## src/rtl/axis_stream_fifo_if.sv

```systemverilog
// AXI-Stream beat bundle (tdata/tvalid/tready) shared by both sides of the FIFO.
// The master modport drives data/valid; the slave modport drives ready.
interface axis_stream_fifo_if #(
  parameter int DATA_WIDTH = 32
);
  logic [DATA_WIDTH-1:0] tdata;
  logic                  tvalid;
  logic                  tready;

  modport master (output tdata, output tvalid, input tready);
  modport slave  (input tdata, input tvalid, output tready);
endinterface

```

## src/rtl/axis_stream_fifo.sv

```systemverilog
// First-word-fall-through AXI-Stream FIFO placed after the 2:1 stream mux.
// Exposes occupancy and an almost-full flag for the upstream select policy.
module axis_stream_fifo #(
  parameter int DATA_WIDTH = 32,
  parameter int DEPTH      = 16,
  parameter int AF_THRESH  = 12
) (
  input  logic                     clk,
  input  logic                     rst_n,
  axis_stream_fifo_if.slave        s_axis,
  axis_stream_fifo_if.master       m_axis,
  output logic [$clog2(DEPTH):0]   count,
  output logic                     almost_full
);
  localparam int AW = $clog2(DEPTH);
  localparam int CW = AW + 1;

  logic [DATA_WIDTH-1:0] mem [DEPTH];

  logic [AW:0]           wr_ptr_reg, wr_ptr_next;
  logic [AW:0]           rd_ptr_reg, rd_ptr_next;
  logic [AW:0]           count_next;
  logic                  s_tready_reg;
  logic                  wr_en, rd_en, m_tvalid;
  logic [DATA_WIDTH-1:0] head_data, m_tdata;

  // Pointers carry an extra MSB, so their difference is the exact occupancy 0..DEPTH.
  assign count    = wr_ptr_reg - rd_ptr_reg;
  assign m_tvalid = (count != '0);
  assign wr_en    = s_axis.tvalid && s_tready_reg;
  assign rd_en    = m_tvalid && m_axis.tready;

  always_comb begin
    wr_ptr_next = wr_ptr_reg + {{AW{1'b0}}, wr_en};
    rd_ptr_next = rd_ptr_reg + {{AW{1'b0}}, rd_en};
    count_next  = wr_ptr_next - rd_ptr_next;
  end

  // Ready is registered from the next occupancy, so a read while full frees a slot one cycle later.
  always_ff @(posedge clk or negedge rst_n) begin
    if (!rst_n) begin
      wr_ptr_reg   <= '0;
      rd_ptr_reg   <= '0;
      s_tready_reg <= 1'b0;
    end else begin
      wr_ptr_reg   <= wr_ptr_next;
      rd_ptr_reg   <= rd_ptr_next;
      s_tready_reg <= (count_next < CW'(DEPTH));
    end
  end

  always_ff @(posedge clk) begin
    if (wr_en) begin
      mem[wr_ptr_reg[AW-1:0]] <= s_axis.tdata;
    end
  end

  assign head_data = mem[rd_ptr_reg[AW-1:0]];

  // Head data is forced to zero while empty so stale or uninitialised entries never show.
  generate
    for (genvar gi = 0; gi < DATA_WIDTH; gi++) begin : g_head_gate
      assign m_tdata[gi] = head_data[gi] & m_tvalid;
    end
  endgenerate

  assign s_axis.tready = s_tready_reg;
  assign m_axis.tdata  = m_tdata;
  assign m_axis.tvalid = m_tvalid;
  assign almost_full   = (count >= CW'(AF_THRESH));
endmodule

```

## src/flat_wrapper.sv

```systemverilog
// flat-port wrapper written by rule: the top's interface ports become plain ports
module axis_stream_fifo_flat 
#(
  parameter int DATA_WIDTH = 32,
  parameter int DEPTH      = 16,
  parameter int AF_THRESH  = 12
)
  (clk, rst_n, count, almost_full, s_axis_tdata, s_axis_tvalid, s_axis_tready, m_axis_tdata, m_axis_tvalid, m_axis_tready);
  axis_stream_fifo_if #(.DATA_WIDTH(DATA_WIDTH)) s_axis_i ();
  axis_stream_fifo_if #(.DATA_WIDTH(DATA_WIDTH)) m_axis_i ();
  input  logic clk;
  input  logic rst_n;
  output logic [$clog2(DEPTH):0] count;
  output logic almost_full;
  input wire logic [$bits(s_axis_i.tdata)-1:0] s_axis_tdata;
  input wire logic [$bits(s_axis_i.tvalid)-1:0] s_axis_tvalid;
  output wire logic [$bits(s_axis_i.tready)-1:0] s_axis_tready;
  output wire logic [$bits(m_axis_i.tdata)-1:0] m_axis_tdata;
  output wire logic [$bits(m_axis_i.tvalid)-1:0] m_axis_tvalid;
  input wire logic [$bits(m_axis_i.tready)-1:0] m_axis_tready;
  assign s_axis_i.tdata = s_axis_tdata;
  assign s_axis_i.tvalid = s_axis_tvalid;
  assign s_axis_tready = s_axis_i.tready;
  assign m_axis_tdata = m_axis_i.tdata;
  assign m_axis_tvalid = m_axis_i.tvalid;
  assign m_axis_i.tready = m_axis_tready;
  axis_stream_fifo #(.DATA_WIDTH(DATA_WIDTH), .DEPTH(DEPTH), .AF_THRESH(AF_THRESH)) u_core (.clk(clk), .rst_n(rst_n), .s_axis(s_axis_i), .m_axis(m_axis_i), .count(count), .almost_full(almost_full));
endmodule
```

## config.mk

```make
export PLATFORM = sky130hd
export DESIGN_NAME = axis_stream_fifo_flat
export DESIGN_NICKNAME = d
export VERILOG_FILES = /design/src/rtl/axis_stream_fifo_if.sv /design/src/rtl/axis_stream_fifo.sv /design/src/flat_wrapper.sv
export SDC_FILE = /design/constraint.sdc
export NUM_CORES = 1
export LEC_CHECK = 0
export ABC_AREA = 1
export BUFFER_PORTS_ARGS = -buffer_cell sky130_fd_sc_hd__buf_2
export CAP_MARGIN = 30
export CORE_UTILIZATION = 54
export CTS_BUF_LIST = sky130_fd_sc_hd__clkbuf_4
export CTS_CLUSTER_SIZE = 25
export DETAILED_ROUTE_END_ITERATION = 8
export GPL_TIMING_DRIVEN = 0
export PLACE_DENSITY = 0.74
export SYNTH_ARGS = -nofsm -noshare
export SYNTH_HDL_FRONTEND = slang
export SYNTH_SLANG_ARGS = --single-unit
```

## constraint.sdc

```tcl
create_clock -name clk -period 3.15 [get_ports clk]
set_input_delay 0.4725 -clock clk [delete_from_list [all_inputs] [get_ports clk]]
set_output_delay 0.4725 -clock clk [all_outputs]
set_load 0.03 [all_outputs]
```

## Word-level counts from Yosys, hierarchy flattened

Memories as Yosys holds them, arrays and structs flattened.
Cells that the tools add are included.
W data, S select, Z words.

- Word-level logic and storage cells: 47
- RAM bits: 512
- Flip-flop bits (word level): 11
- Memories: 1
- Input port bits: 36

Memory list:

| memory | depth | bits a word | read ports | clocked after Yosys merged registers in | wr ports | line | text |
|---|---|---|---|---|---|---|---|
| u_core.mem | 16 | 32 | 1 | 0 | 1 | axis_stream_fifo.sv:18 | `logic [DATA_WIDTH-1:0] mem [DEPTH];` |

- Bitwise gates (word level): 32
- Order comparisons: 2
- Mux-type cells: 2
- Reductions and logical operators: 3
- Add/sub/neg operators: 4

Operator list:

| operator | count |
|---|---|
| $and A1 B1 Y1 | 32 |
| $add A5 B1 Y5 | 2 |
| $sub A5 B5 Y5 | 2 |
| $ge A5 B4 Y1 const B | 1 |
| $lt A5 B5 Y1 const B | 1 |
| $reduce_bool A5 Y1 | 1 |
| $logic_and A1 B1 Y1 | 2 |
| $mux W1 | 2 |

## Depth between registers and ports, before layout

Gate-level depths: netlist (run 1).

- Depth after elaboration: 6
- Gate-level depth with buffers: 22

## Least setup slack after synthesis (run 1)

No wires, ideal clock.

- Path kind: register -> output
- Start: reg u_core.rd_ptr_reg[2]
- End: out m_axis_tdata[26]
- Arrival time: 3.350 ns
- Data required time: 2.677 ns
- Path slack: -0.672 ns
- Path buffers: 3
- Stages on the path, launching flop included: 11
- Cell sequence: dfrtp_1 -> inv_2 -> buf_2 -> clkbuf_1 -> ha_1 -> xnor2_1 -> nor2_1 -> nand3_2 -> inv_1 -> buf_2 -> a311oi_1

- Longest elaborated chain between the ends: 3
- Elaborated cells on any way between the ends: 4

RTL lines:

| element | line | text |
|---|---|---|
| from (decl) | axis_stream_fifo.sv:21 | `logic [AW:0] rd_ptr_reg, rd_ptr_next;` |
| from (signal assigned) | axis_stream_fifo.sv:47 | `rd_ptr_reg <= rd_ptr_next;` |
| $sub A5 B5 Y5 | axis_stream_fifo.sv:28 | `assign count = wr_ptr_reg - rd_ptr_reg;` |
| named net count[2] | flat_wrapper.sv:13 | `output logic [$clog2(DEPTH):0] count;` |
| $reduce_bool A5 Y1 | axis_stream_fifo.sv:29 | `assign m_tvalid = (count != '0);` |
| named net m_axis_tvalid | flat_wrapper.sv:19 | `output wire logic [$bits(m_axis_i.tvalid)-1:0] m_axis_tvalid;` |
| $and A1 B1 Y1 | axis_stream_fifo.sv:63 | `assign m_tdata[gi] = head_data[gi] & m_tvalid;` |
| to (decl) | flat_wrapper.sv:18 | `output wire logic [$bits(m_axis_i.tdata)-1:0] m_axis_tdata;` |

The timed path passes the listed nets, and every way through them passes these cells.

## Final worst setup path (run 1)

- Start: reg u_core.rd_ptr_reg[1]
- End: out m_axis_tdata[1]

- Longest elaborated chain between the ends: 3
- Elaborated cells on any way between the ends: 4

RTL lines:

| element | line |
|---|---|
| $sub A5 B5 Y5 | axis_stream_fifo.sv:28 |
| $reduce_bool A5 Y1 | axis_stream_fifo.sv:29 |
| $and A1 B1 Y1 (*) | axis_stream_fifo.sv:63 |

Every way passes the cells marked *; elsewhere a longest branch is shown, timed or not.

==> results of run 1 <==
-- power by group --
part / leakage [uW] / internal [uW] / switching (uW) / total (uW)
clock network: 0.00102 / 3180 / 2820 / 6000
registers: 0.00474 / 8090 / 173 / 8260
logic: 0.00339 / 5230 / 9090 / 14300
total: 0.00915 / 16500 / 12100 / 28600
-- stage by stage --
| stage | utilization | setup slack (ns) |
|---|---|---|
| 6_report | 0.682 | -0.639 |
| 5_1_grt | 0.682 | -0.700 |
| 3_3_place_gp | 0.588 | -0.837 |
| 2_1_floorplan | - | 0.00456 |
| 4_1_cts | 0.674 | -0.645 |
| 3_5_place_dp | 0.602 | -0.754 |
-- cells in the final DEF (no fill, tap or decap), types with 4 or more instances in the layout --
master | netlist | final
nand2_2 | 0 | 5
clkbuf_1 | 19 | 15
buf_2 | 68 | 100
a32o_1 | 47 | 47
a311oi_4 | 0 | 17
a22oi_1 | 81 | 81
nand2_1 | 414 | 407
edfxtp_1 | 512 | 512
buf_12 | 0 | 12
clkbuf_4 | 0 | 207
buf_16 | 0 | 15
buf_6 | 5 | 46
buf_4 | 10 | 33
ha_4 | 0 | 5
a211oi_4 | 0 | 15
o21ai_1 | 47 | 47
nand3_1 | 10 | 7
dfrtp_1 | 11 | 9
xor2_1 | 6 | 5
nor2_4 | 0 | 17
inv_1 | 23 | 18
dlygate4sd3_1 | 0 | 29
clkinvlp_4 | 0 | 4
inv_2 | 1 | 8
ha_1 | 10 | 5
a21oi_1 | 212 | 210
clkinv_1 | 1 | 8
-- logic make-up after synthesis --
family,Yosys count,synth area share
buffers and inverters,131,0.0312
XOR/XNOR,8,0.00334
AO/OA/AOI/OAI,419,0.131
flip-flops,523,0.746
AND/OR/NAND/NOR,447,0.0816
adder cells (fa/ha/maj),11,0.00692
-- worst min-delay path by stage --
stage / start / to / slack, ns / cells past startpoint
finish: s_axis_tdata[7] / u_core.mem[13][7]$_DFFE_PP_ / 0.05 / 1
global route: s_axis_tdata[22] / u_core.mem[9][22]$_DFFE_PP_ / 0.04 / 1
CTS: s_axis_tdata[22] / u_core.mem[0][22]$_DFFE_PP_ / 0.002 / 1
detailed placement: rst_n / u_core.s_axis.tready$_DFF_PN0_ / 0.35 / 1
global placement: rst_n / u_core.wr_ptr_reg[4]$_DFF_PN0_ / 0.35 / 1
floorplan: rst_n / u_core.rd_ptr_reg[0]$_DFF_PN0_ / 0.18 / 0
-- critical path: cells and delay by family, from the launching register on --
kind	cells	cell delay, ns
AO/OA/AOI/OAI	4	0.94
flip-flops	1	0.43
buffers and inverters	4	1.11
-- cell type report --
type,instances,area (sq um),area share
sequential,523,15700,0.605
multi-input combinational,885,5350,0.207
timing repair buffer,158,1700,0.0658
clock buffer,204,1530,0.0592
buffer,103,677,0.0262
tap,511,639,0.0247
clock inverter,21,180,0.00697
inverter,27,121,0.00469
antenna,1,2.50,0.0000968
-- repair_timing --
item,in CTS,in global routing
setup endpoints to repair,39,36
pin swaps,25,19
cloned,2,1
resized for setup,129,43
hold buffers,29,0
hold endpoints to repair,246,0
buffers inserted,20,14
-- routing by layer --
layer	routed length (um)	share of wire	up-vias
li1	-	-	6397
met1	22800	0.36	7364
met2	30100	0.48	1196
met3	7290	0.12	242
met4	2770	0.044	0
met5	0	0	-
==> flow_summary.toml, run 1 <==
[die]
rows = 71
die_area_sq_um = 39600
die_h_um = 199
initial_core_util = 0.553
pin_count = 76
die_w_um = 199
fp.coreArea_sq_um = 37900

[sta]
layout_min_cycle_time_ns = 3.79
rsz0062_at_grt = "true"
fmax_ghz = 0.264
finalSetupTns_ns = -18.44
finalCritPeriodShare = 1.20
setup_ws_ns = -0.639
finalHoldViolCount = 0
finalSetupViolations = 36
drv_slew = 0
clock_skew_ns = 0.0592
tightest_slew_ns = 0.791
hold_ws_ns = 0.0521
slew_headroom = 0.472

[setup_path]
reg2reg_to = "u_core.s_axis.tready$_DFF_PN0_"
worstRegToRegCells = 22
slowest_stage = "clkbuf_1"
cp_max_fo = 10
endpoint_kind = "output pin"
worst-setup-path-type = "register to output pin"
crit_path_end = "m_axis_tdata[1]"
arrival_ns = 3.32
timing.rr.start = "u_core.rd_ptr_reg[1]$_DFF_PN0_"
rrSetupSlack_ns = -0.11
critPathMaxStageDelay_ns = 0.56
cp_cell_sequence = "buf_12 > buf_4 > clkbuf_1 > a21oi_1 > a22oi_1 > o21ai_1 > a211oi_4 > buf_6"
crit_required_ns = 2.68
start_kind = "register"
crit_start = "u_core.rd_ptr_reg[1]$_DFF_PN0_"

[power_and_ir_drop]
p_leak_uw = 0.00915
p_per_area_nw_per_um2 = 1110
finalPower_uw = 28600
irDropWorstVdd_mv = 0.816

[synth]
avgSynthCellArea_sq_um = 13.6
synthTopCellsByCount = "edfxtp_1 (512), nand2_1 (414), a21oi_1 (212), a22oi_1 (81), buf_2 (68)"
yosys.area.top_type_share = 0.733
ys.flop_type = "edfxtp_1"
yosys-top-cells-area = "edfxtp_1 (73%), nand2_1 (7.4%), a21oi_1 (5.1%), a22oi_1 (2.9%), a32o_1 (2.2%)"
syn-cell-area_sq_um = 21000
ys.warnings.count = 0
synth-seq-cells = 523
synth_most_common_cell = "edfxtp_1"
synth_cell_types = 30
yosys.area.top_type = "edfxtp_1"
seq_area_frac_synth = 0.746
async_flop_share = 0.0210
synthCells = 1539
syn_nets = 1586
synth-edff-count = 512

[detailed_routing]
wl_per_cell_um = 25.9
drtIter0Drc = 2253
vias = 15199
drc_errors = 0
drt_wl_total_um = 63000
drt-pass1-iter-count = 6
via_per_inst = 6.25
postRouteAntennaNets = 0

[hold_path]
hp-class = "input pin to register"

[layout]
area_growth_pct = 23.2
nNetsFinal = 1881
largest_reg_flops = 512
drive_gt1_frac = 0.269
final_cell_area_sq_um = 25900
nFillCells = 2499
instances_no_fill = 2433

[global_routing]
grt_pass1_wl_um = 90600
antenna_found_initial = 1
met3_usage = 0.0788
grt-ovfl-total = 0
grt_busiest_layer = "met2"
grt_util_all_layers = 0.318
grt_pass1_vias = 15181
met1_usage = 0.409
met2_usage = 0.509
grt_max_degree = 25

[cts]
htreeDepth = 4
cts_tree = "built"
clk_path_buf_depth = 3
root_buffer = "clkbuf_4"
cts_made_buffers = 136
clk_latency_ns = 0.86
cts_sinks = 523
clk_pin_slew_ns = 0.07

[placed_design]
numPortBuffers = 75
placed_cells = 2142
dpl.hpwl_um = 36100
place.gp.congestion = 0.843
post_dp_cell_area_sq_um = 22800

[flow_run]
drv_cap = 0

[outcome]
status = "finished with violations"
violations = "setup timing"
Power figures use the tool's default switching activity.
==> run 2: changes to the inputs <==
Settings changed: CELL_PAD_IN_SITES_DETAIL_PLACEMENT set to 2, CELL_PAD_IN_SITES_GLOBAL_PLACEMENT set to 2, CORE_UTILIZATION 54 to 42, PLACE_DENSITY 0.74 to not set, PLACE_DENSITY_LB_ADDON set to 0.1.
==> run 2 against run 1 <==
Compared with the run above:
- the run still ends with setup timing left
- clock power is 5.3% higher
- combinational power is 3% higher
- wire length is 29% higher
- fmax is 5.1% lower
- register-to-register slack hardly changed
- power is 2.5% higher
- largest cell class unchanged
- largest power group unchanged
==> flow_summary.toml, run 2 (synthesis gave the netlist of run 1 again) <==
[detailed_routing]
drt_wl_total_um = 81300
via_per_inst = 5.88
vias = 15318
drtIter0Drc = 1239
drc_errors = 0
postRouteAntennaNets = 0
wl_per_cell_um = 31.2
drt-pass1-iter-count = 5

[power_and_ir_drop]
intPower_uw = 16400
seq_power_share = 0.283
irDropWorstVdd_mv = 0.833
finalPower_uw = 29300
p_per_area_nw_per_um2 = 1120
switching_share = 0.442
p_leak_uw = 0.00919
p_sw_uw = 12900
clockPowerShare = 0.216
comb_power_share = 0.501

[layout]
mostFrequentLayoutCells = "edfxtp_1 (512), nand2_1 (406), clkbuf_4 (229), a21oi_1 (209), buf_2 (89)"
fin_util = 0.530
nNetsFinal = 1886
drive_gt1_frac = 0.277
largest_reg_flops = 512
final_common_cell = "edfxtp_1"
instances_no_fill = 2604
area_growth_pct = 24.2

[sta]
slew_headroom = 0.244
tightest_slew_ns = 1.13
finalCritPeriodShare = 1.27
finalSetupViolations = 36
clock_skew_ns = 0.0620
finalSetupTns_ns = -24.83
fmax_ghz = 0.250
finalHoldViolCount = 0
drv_slew = 0
layout_min_cycle_time_ns = 3.99
setup_ws_ns = -0.843
rsz0062_at_grt = "true"

[global_routing]
grt_max_degree = 22
antenna_found_initial = 3
grt_pass1_wl_um = 115000
grt_util_all_layers = 0.321
grt-ovfl-total = 0
grt_pass1_vias = 17076

[cts]
clk_pin_slew_ns = 0.09
cts_made_buffers = 143
clk_latency_ns = 1.05
cts_sinks = 523
htreeDepth = 4
root_buffer = "clkbuf_4"
clk_path_buf_depth = 3
cts_tree = "built"

[setup_path]
rrSetupSlack_ns = -0.11
worst-setup-path-type = "register to output pin"
start_kind = "register"
worstRegToRegCells = 22
arrival_ns = 3.52
cp_max_fo = 10
endpoint_kind = "output pin"
crit_start = "u_core.rd_ptr_reg[0]$_DFF_PN0_"
crit_required_ns = 2.68
timing.rr.start = "u_core.wr_ptr_reg[0]$_DFF_PN0_"
reg2reg_to = "u_core.s_axis.tready$_DFF_PN0_"

[die]
initial_core_util = 0.427
die_area_sq_um = 50900
rows = 81
die_w_um = 226
die_h_um = 226
pin_count = 76
fp.coreArea_sq_um = 49200

[hold_path]
hp-class = "input pin to register"
hp-start = "s_axis_tdata[25]"
hold_depth = 2
hold_end = "u_core.mem[7][25]$_DFFE_PP_"

[placed_design]
dpl.hpwl_um = 48700
placed_cells = 2295
place.gp.congestion = 0.779
numPortBuffers = 75

[outcome]
violations = "setup timing"
status = "finished with violations"

[flow_run]
drv_cap = 0
==> run 2: how the worst max path moves through the flow <==
stage                                    to  slack, ns  cells past startpoint
3_5_place_dp               m_axis_tdata[18]      -0.99                     11
3_3_place_gp   u_core.mem[14][24]$_DFFE_PP_      -1.25                      5
6_report                   m_axis_tdata[25]      -0.84                     10
2_1_floorplan              m_axis_tdata[11]      0.005                     11
4_1_cts                    m_axis_tdata[10]      -0.85                     11
5_1_grt                    m_axis_tdata[25]      -0.95                     12
==> run 2: routing by layer <==
| layer | global-route usage | wire length (um) | up-vias |
|---|---|---|---|
| li1 | - | - | 6432 |
| met1 | 0.401 | 32300 | 8020 |
| met2 | 0.544 | 40600 | 684 |
| met3 | 0.0666 | 5700 | 180 |
| met4 | 0.131 | 2630 | 2 |
| met5 | 0 | 12 | - |
==> run 2: area by class of cell <==
cell class / count / area, sq um
Antenna cell: 4 / 10.0
Buffer: 104 / 747
Clock buffer: 223 / 1670
Clock inverter: 19 / 98.8
Fill cell: 4587 / 23100
Inverter: 27 / 119
Multi-Input combinational cell: 885 / 5330
Sequential cell: 523 / 15700
Tap cell: 664 / 831
Timing Repair Buffer: 155 / 1600
==> run 2: power groups by stage <==
stage,sequential (uW),clock (uW),combinational [uW]
finish,8290,6320,14700
global route,8300,6710,15300
CTS,8270,6290,13900
detailed placement,8400,0,12200
global placement,8410,0,11600
floorplan,8370,0,7650
==> run 2: critical path, stage by stage, from the launching register on <==
cell and delay, ns:
dfrtp_1 0.44, buf_4 0.16, buf_6 0.13, clkinv_2 0.08, buf_6 0.16, buf_2 0.36
a21oi_1 0.16, a22oi_1 0.23, nand2_1 0.17, a311oi_4 0.40, buf_6 0.18
==> run 2: what timing repair did <==
item | in CTS | in global routing
hold buffers | 36 | 0
gates resized for setup | 144 | 39
pin swaps | 18 | 16
hold endpoints to repair | 528 | 0
cloned | 1 | 1
setup endpoints to repair | 41 | 37
buffers inserted | 18 | 8
==> run 2: per-stage QoR <==
stage               setup slack [ns]  area, sq um  hold slack, ns
floorplan                    0.00456        21300           0.177
global placement               -1.25        22500           0.355
detailed placement            -0.985        23000           0.359
CTS                           -0.848        25800           0.314
global route                  -0.949        26100           0.373
finish                        -0.843        26100           0.397
